==> src/rtl/pwm_dac_pkg.sv <==
// Shared types and constants for the PWM DAC front end and the SAR search logic.
package pwm_dac_pkg;

  typedef enum logic [1:0] {
    SETTLED,
    PENDING,
    SETTLING
  } state_t;

  localparam int unsigned DEFAULT_WIDTH      = 8;
  localparam int unsigned DEFAULT_RESET_CODE = 127;
  localparam int unsigned SETTLE_CNT_W       = 4;

endpackage

==> src/rtl/pwm_period_counter.sv <==
// Free-running PWM period counter with boundary flag and registered end-of-period pulse.
module pwm_period_counter
  import pwm_dac_pkg::*;
#(
  parameter int unsigned WIDTH = DEFAULT_WIDTH
) (
  input  logic             clk,
  input  logic             rst,
  output logic [WIDTH-1:0] cnt,
  output logic             boundary,
  output logic             period_done
);

  logic [WIDTH-1:0] cnt_q, cnt_d;
  logic             period_done_q, period_done_d;

  // Pulse is decoded one count early so the registered flag lines up with the boundary cycle.
  always_comb begin
    cnt_d         = cnt_q + WIDTH'(1);
    period_done_d = (cnt_q == ~WIDTH'(1));
  end

  always_ff @(posedge clk or posedge rst) begin
    if (rst) begin
      cnt_q         <= '0;
      period_done_q <= 1'b0;
    end else begin
      cnt_q         <= cnt_d;
      period_done_q <= period_done_d;
    end
  end

  assign cnt         = cnt_q;
  assign boundary    = (cnt_q == '1);
  assign period_done = period_done_q;

endmodule

==> src/rtl/pwm_dac.sv <==
// PWM DAC for the SAR ADC: shadow/duty registers, settle FSM and registered PWM output.
// Optional macro PWM_DAC_FULL_SCALE_EN makes the all-ones code drive a constant-high output.
module pwm_dac
  import pwm_dac_pkg::*;
#(
  parameter int unsigned WIDTH          = DEFAULT_WIDTH,
  parameter int unsigned RESET_CODE     = DEFAULT_RESET_CODE,
  parameter int unsigned SETTLE_PERIODS = 4
) (
  input  logic             clk,
  input  logic             rst,
  input  logic [WIDTH-1:0] code,
  input  logic             load,
  output logic             pwm_out,
  output logic             period_done,
  output logic             settled
);

  localparam logic [WIDTH-1:0]        RESET_DUTY  = WIDTH'(RESET_CODE);
  localparam logic [SETTLE_CNT_W-1:0] SETTLE_LAST = SETTLE_CNT_W'(SETTLE_PERIODS - 1);

  logic [WIDTH-1:0]        cnt;
  logic                    boundary;
  logic [WIDTH-1:0]        shadow_q, shadow_d;
  logic [WIDTH-1:0]        duty_q, duty_d;
  logic [SETTLE_CNT_W-1:0] settle_cnt_q, settle_cnt_d;
  state_t                  state_q, state_d;
  logic                    pwm_out_q, pwm_out_d;

  pwm_period_counter #(
    .WIDTH (WIDTH)
  ) u_period (
    .clk         (clk),
    .rst         (rst),
    .cnt         (cnt),
    .boundary    (boundary),
    .period_done (period_done)
  );

  always_ff @(posedge clk or posedge rst) begin
    if (rst) begin
      shadow_q     <= RESET_DUTY;
      duty_q       <= RESET_DUTY;
      settle_cnt_q <= '0;
      state_q      <= SETTLING;
      pwm_out_q    <= 1'b0;
    end else begin
      shadow_q     <= shadow_d;
      duty_q       <= duty_d;
      settle_cnt_q <= settle_cnt_d;
      state_q      <= state_d;
      pwm_out_q    <= pwm_out_d;
    end
  end

  // A load on the boundary cycle bypasses the shadow so the very next period uses the new code.
  always_comb begin
    shadow_d     = load ? code : shadow_q;
    duty_d       = duty_q;
    settle_cnt_d = settle_cnt_q;
    state_d      = state_q;
    if (boundary) begin
      duty_d = load ? code : shadow_q;
    end
    if (load) begin
      state_d      = boundary ? SETTLING : PENDING;
      settle_cnt_d = '0;
    end else begin
      case (state_q)
        SETTLED: state_d = SETTLED;
        PENDING: begin
          if (boundary) begin
            state_d      = SETTLING;
            settle_cnt_d = '0;
          end
        end
        SETTLING: begin
          if (boundary) begin
            if (settle_cnt_q == SETTLE_LAST) begin
              state_d = SETTLED;
            end else begin
              settle_cnt_d = settle_cnt_q + SETTLE_CNT_W'(1);
            end
          end
        end
        default: begin
          state_d      = SETTLING;
          settle_cnt_d = '0;
        end
      endcase
    end
  end

  always_comb begin
    settled = (state_q == SETTLED);
`ifdef PWM_DAC_FULL_SCALE_EN
    pwm_out_d = (cnt < duty_q) || (duty_q == '1);
`else
    pwm_out_d = (cnt < duty_q);
`endif
  end

  assign pwm_out = pwm_out_q;

endmodule
==> config.mk <==
export PLATFORM = sky130hd
export DESIGN_NAME = pwm_dac
export DESIGN_NICKNAME = d
export VERILOG_FILES = /design/src/rtl/pwm_dac_pkg.sv /design/src/rtl/pwm_period_counter.sv /design/src/rtl/pwm_dac.sv
export SDC_FILE = /design/constraint.sdc
export NUM_CORES = 1
export LEC_CHECK = 0
export CORE_MARGIN = 3
export CORE_UTILIZATION = 30
export CTS_CLUSTER_SIZE = 12
export DETAILED_ROUTE_END_ITERATION = 8
export PLACE_DENSITY = 0.57
export SYNTH_ARGS = -nofsm -noshare
export SYNTH_HDL_FRONTEND = slang
export SYNTH_SLANG_ARGS = --single-unit
export TNS_END_PERCENT = 30
==> constraint.sdc <==
create_clock -name clk -period 2.51 [get_ports clk]
set_input_delay 0.251 -clock clk [delete_from_list [all_inputs] [get_ports clk]]
set_output_delay 0.251 -clock clk [all_outputs]
set_load 0.02 [all_outputs]
; ---- Word level (Yosys, flattened, before mapping)
; Cells that the tools add are included.
[word_totals]
wordCells = 35
output_inout_bits = 3
n_memories = 0
input_bits = 11
rom_bits = 0
latchBits = 0
mem_bits_rw = 0
register_bits = 32
[classes]
n_mul = 0
reduce_logical = 3
eq_ne = 10
muxes = 12
div = 0
bitwise = 0
n_lt_le_gt_ge = 1
shift = 0
n_addsub = 2
[ops]
columns = operator, count
row1 = == test 8 bit (second input constant), 2
row2 = 2-to-1 mux 4 bit, 4
row3 = inequality test 3 bit (second input constant), 4
row4 = case mux 4 bit (3 select lines), 1
row5 = 2-to-1 mux 2 bit, 5
row6 = adder 8 x 1 -> 8 bit (second input constant), 1
row7 = less-than comparator 8 bit, 1
row8 = 2-to-1 mux 8 bit, 1
row9 = case mux 2 bit (3 select lines), 1
row10 = adder 4 x 1 -> 4 bit (second input constant), 1
row11 = == test 4 x 2 -> 1 bit (second input constant), 1
row12 = AND reduction 4 bit, 1
row13 = AND reduction 3 bit, 1
row14 = == test 2 x 1 -> 1 bit (second input constant), 1
row15 = == test 2 bit (second input constant), 1
row16 = zero test 2 bit, 1
row17 = inequality test 2 bit (second input constant), 1

; ---- Longest topological paths before layout
[logic_depth]
word_depth = 5
ltp_mapped = 6

; ---- Cells and area by module
; Synthesis repeated with hierarchy kept, for this count alone.
[unflattened]
hier_cells = 137
area_unflattened_um2 = 1510.2
[modules_own_cells]
columns = module, area_per_inst_um2, cells_per_inst, n_inst
row1 = pwm_dac, 1132.3, 104, 1
row2 = pwm_period_counter, 377.9, 33, 1

; ---- Worst setup path before layout
; OpenSTA, ideal clock, no wires.
[synth_timing]
kind = reg-to-reg
start = register settle_cnt_q[0]
end = register settle_cnt_q[1]
period_less_slack_ps = 1792
setup_time_ps = 79
slack_ps = 718
path_stages_with_launch = 7
arrival_time_ps = 1712
path_cell_list = dfrtp_1 ha_1 or3b_4 and2_4 o21a_1 a211oi_2 mux2i_1
[synth_via]
elab_chain_len = 5
elab_cells_between_ends = 8
classes_between = add/sub (1) / eq/ne (2) / mux (4) / reduce/logical (1)
[synth_lines]
columns = item, line
row1 = "start, declared", pwm_dac.sv:26  ; logic [SETTLE_CNT_W-1:0] settle_cnt_q, settle_cnt_d;
row2 = "start signal, assigned", pwm_dac.sv:50  ; settle_cnt_q <= settle_cnt_d;
row3 = adder 4 x 1 -> 4 bit, pwm_dac.sv:82  ; settle_cnt_d = settle_cnt_q + SETTLE_CNT_W'(1);
row4 = 2-to-1 mux 4 bit, pwm_dac.sv:79  ; if (settle_cnt_q == SETTLE_LAST) begin
row5 = 2-to-1 mux 4 bit, pwm_dac.sv:78  ; if (boundary) begin
row6 = case mux 4 bit (3 select lines), pwm_dac.sv:69  ; case (state_q)
row7 = 2-to-1 mux 4 bit, pwm_dac.sv:65  ; if (load) begin
; Parallel ways exist; a longest one is shown, timed or not. The select of a mux whose other input is x is not followed.
; A chain may end at the register's enable or synchronous reset.

; ---- Worst setup path after layout
; Same ends and word-level chain as after synthesis.

==> results.yml <==
routing:
  ant_nets: 0
  drtPass1Iterations: 4
  drtIter0Drc: 26
  viasPerCell: 4.51
  route.vias.total: 1005
  wire_per_inst_um: 11.9
  routed_wl_um: 2660
  drc_errors: 0
power_and_ir_drop:
  leakage_uw: 0.000857
  switching_power_uw: 203
  sw_frac_of_total_pct: 21.1
  powerDensity_nw_per_um2: 528
  p_int_uw: 761
  seqPwrFrac_pct: 56.1
  comb_power_share_pct: 5.4
  peakVddDrop_uv: 264
  power.total_uw: 964
  clkPwrFrac_pct: 38.5
sta:
  maxSlewHeadroom_pct: 60.2
  setup_viol: 0
  fin_crit_sh_pct: 77.6
  final_hold_viol_count: 0
  fmax_mhz: 513
  skew_ns: 0.00572
  worst_slack_ns: 0.562
  slew_viol_final: 0
  tightestPinTransition_ns: 0.597
  finalSetupTns_ns: 0
  finalCriticalPeriod_ns: 1.95
  grt_setup_unrepaired: "false"
clocking:
  clockBufferDepth: 2
  cts_tree: "built"
  clock_sinks: 32
  cts_buffers: 5
  clock_latency_ns: 0.28
  cts_max_level: 2
  hold_buffers: 0
  clockRootBuffer: "clkbuf_8"
  postCtsSetupRepairBufs: 0
  ctsResizeCount: 0
  clkSlewWorstSetupHoldPaths_ns: 0.06
synth:
  ys_warn_count: 0
  syn_area_sq_um: 1520
  synth_top_area_share_pct: 28.1
  ys_seq_elements: 32
  synth-seq-area-share_pct: 54.0
  avgSynthCellArea_sq_um: 11.4
  yosysTopAreaCell: "dfrtp_1"
  yosys-top-cells-area: "dfrtp_1 28%, dfstp_2 26%, ha_1 8.3%"
  syn-num-nets: 154
  synthCells: 133
  synth.distinct_cells: 35
placed_design:
  place.gp.congestion: 0.773
  hpwl_um: 2000
  post-place-ws_ns: 0.586
  dp_cells: 215
  port_buffers: 13
final_layout:
  nets: 176
  layout_common_cells: "17 x dfrtp_1, 15 x dfstp_2, 13 x inv_1, 13 x clkdlybuf4s50_1"
  layout_commonest_cell: "dfrtp_1"
  diodes: 0
  drive_gt1_share_pct: 26.3
  fin_cells: 223
  areaGrowthSynthToFinish_pct: 20.5
  utilization_pct: 37.9
worst_setup_path:
  cpPeakStageDelay_ns: 0.39
  path_cells: "ha_1 -> or3b_4 -> and2_4 -> o21a_1 -> a211oi_2 -> mux2i_1"
  crit_fanout: 4
  end_kind: "flip-flop"
  crit_type: "flip-flop to flip-flop"
  cp.required_ns: 2.72
  worstSetupStartpointType: "flip-flop"
  slowest_stage: "dfrtp_1"
  cp.arrival_ns: 2.15
die:
  dieArea_sq_um: 5940
  core.rowCount: 25
  die_w_um: 77.1
  die_h_um: 77.1
  core_area_sq_um: 4820
  io_pins: 14
  initial_core_util_pct: 31.5
global_routing:
  overflow: 0
  antenna_found_initial: 0
  grt_pass1_vias: 1019
  grt_first_pass_wirelength_um: 4620
  grt_util_all_layers_pct: 9.95
  grt_max_degree: 18
run:
  drv_cap: 0
hold_path:
  hold_class: "primary input to async pin"
status:
  status: "finished clean"
## Yosys cell counts (all sizes together)
cell type and n:
dfstp 15, nand2 10, nor3b 1, a211oi 1, xnor2 3, a21o 2, or2 1, nor2 9
o21ai 10, a31o 1, clkbuf 1, and3 2, or3b 1, nand3 4, mux2i 1, o21a 1
dfrtp 17, a22o 2, buf 1, mux2 9, ha 10, xor2 3, a311oi 1, nor2b 1
nand2b 1, and4b 1, and2 2, a21oi 2, nor3 3, a211o 1, a21boi 1, inv 13
nand4 2
## cells by family (layout without fill, tap and decap cells)
logic type	Yosys count	in the layout	share of synthesized area, %
adders and majority gates	10	10	8.25
xor gates and xnor gates	6	6	3.47
DFF	32	32	54.0
and+or+nand+nor	38	38	13.0
muxes	10	10	7.34
buffers and inverters	15	38	4.21
AOI/OAI and AO/OA	22	22	9.74
## state kept, by name, summed over array words and instances (netlist names)
signal and cells:
u_period.cnt 8, pwm_out 1, settle_cnt_q 4, shadow_q 8
duty_q 8, state_q 2, u_period.period_done 1
## critical path, delay by kind of cell (launching register included)
kind	cells	cell delay, ns
and+or+nand+nor	2	0.55
AOI/OAI and AO/OA	2	0.51
DFF	1	0.39
muxes	1	0.22
adders and majority gates	1	0.20
## area by class of cell
class / count / area (sq um)
well taps: 67 / 83.8
fillers: 483 / 2990
clock buffers: 7 / 76.3
repair buffers: 17 / 160
flip-flops and latches: 32 / 820
clock inverters: 1 / 5.00
multi-input cells: 86 / 633
inverters: 13 / 48.8
## power groups by stage
| stage | Sequential, uW | Clock [uW] | Combinational [uW] |
|---|---|---|---|
| 5_1_grt | 542 | 409 | 58.2 |
| 3_5_place_dp | 550 | 0 | 53.3 |
| 4_1_cts | 541 | 386 | 53.6 |
| 3_3_place_gp | 549 | 0 | 51.6 |
| 6_report | 541 | 371 | 52.0 |
| 2_1_floorplan | 548 | 0 | 29.4 |
## worst paths after layout
check                                 from         endpoint  slack, ns  cells past startpoint
min in group clk           u_period.cnt[7]  u_period.cnt[7]       0.51                      1
min reg2reg                u_period.cnt[7]  u_period.cnt[7]       0.51                      1
min                                    rst        duty_q[7]       0.33                      2
max reg2reg                settle_cnt_q[0]  settle_cnt_q[1]       0.56                      6
max in group asynchronous              rst        duty_q[2]       1.53                      3
max                        settle_cnt_q[0]  settle_cnt_q[1]       0.56                      6
## metrics by stage
stage	hold WS (ns)	instance area [sq um]
floorplan	0.356	1520
global placement	0.483	1750
detailed placement	0.496	1750
CTS	0.349	1830
global route	0.381	1830
finish	0.331	1830
## routing by layer
metal  share of wire [%]  up-vias  global-route usage (%)
met5                   0        -                       0
met4                 1.4        0                    4.27
met3                 3.3        4                    3.17
met2                  51       15                    17.0
met1                  44      489                    11.4
li1                    -      497                       -
Power figures use the tool's default switching activity.
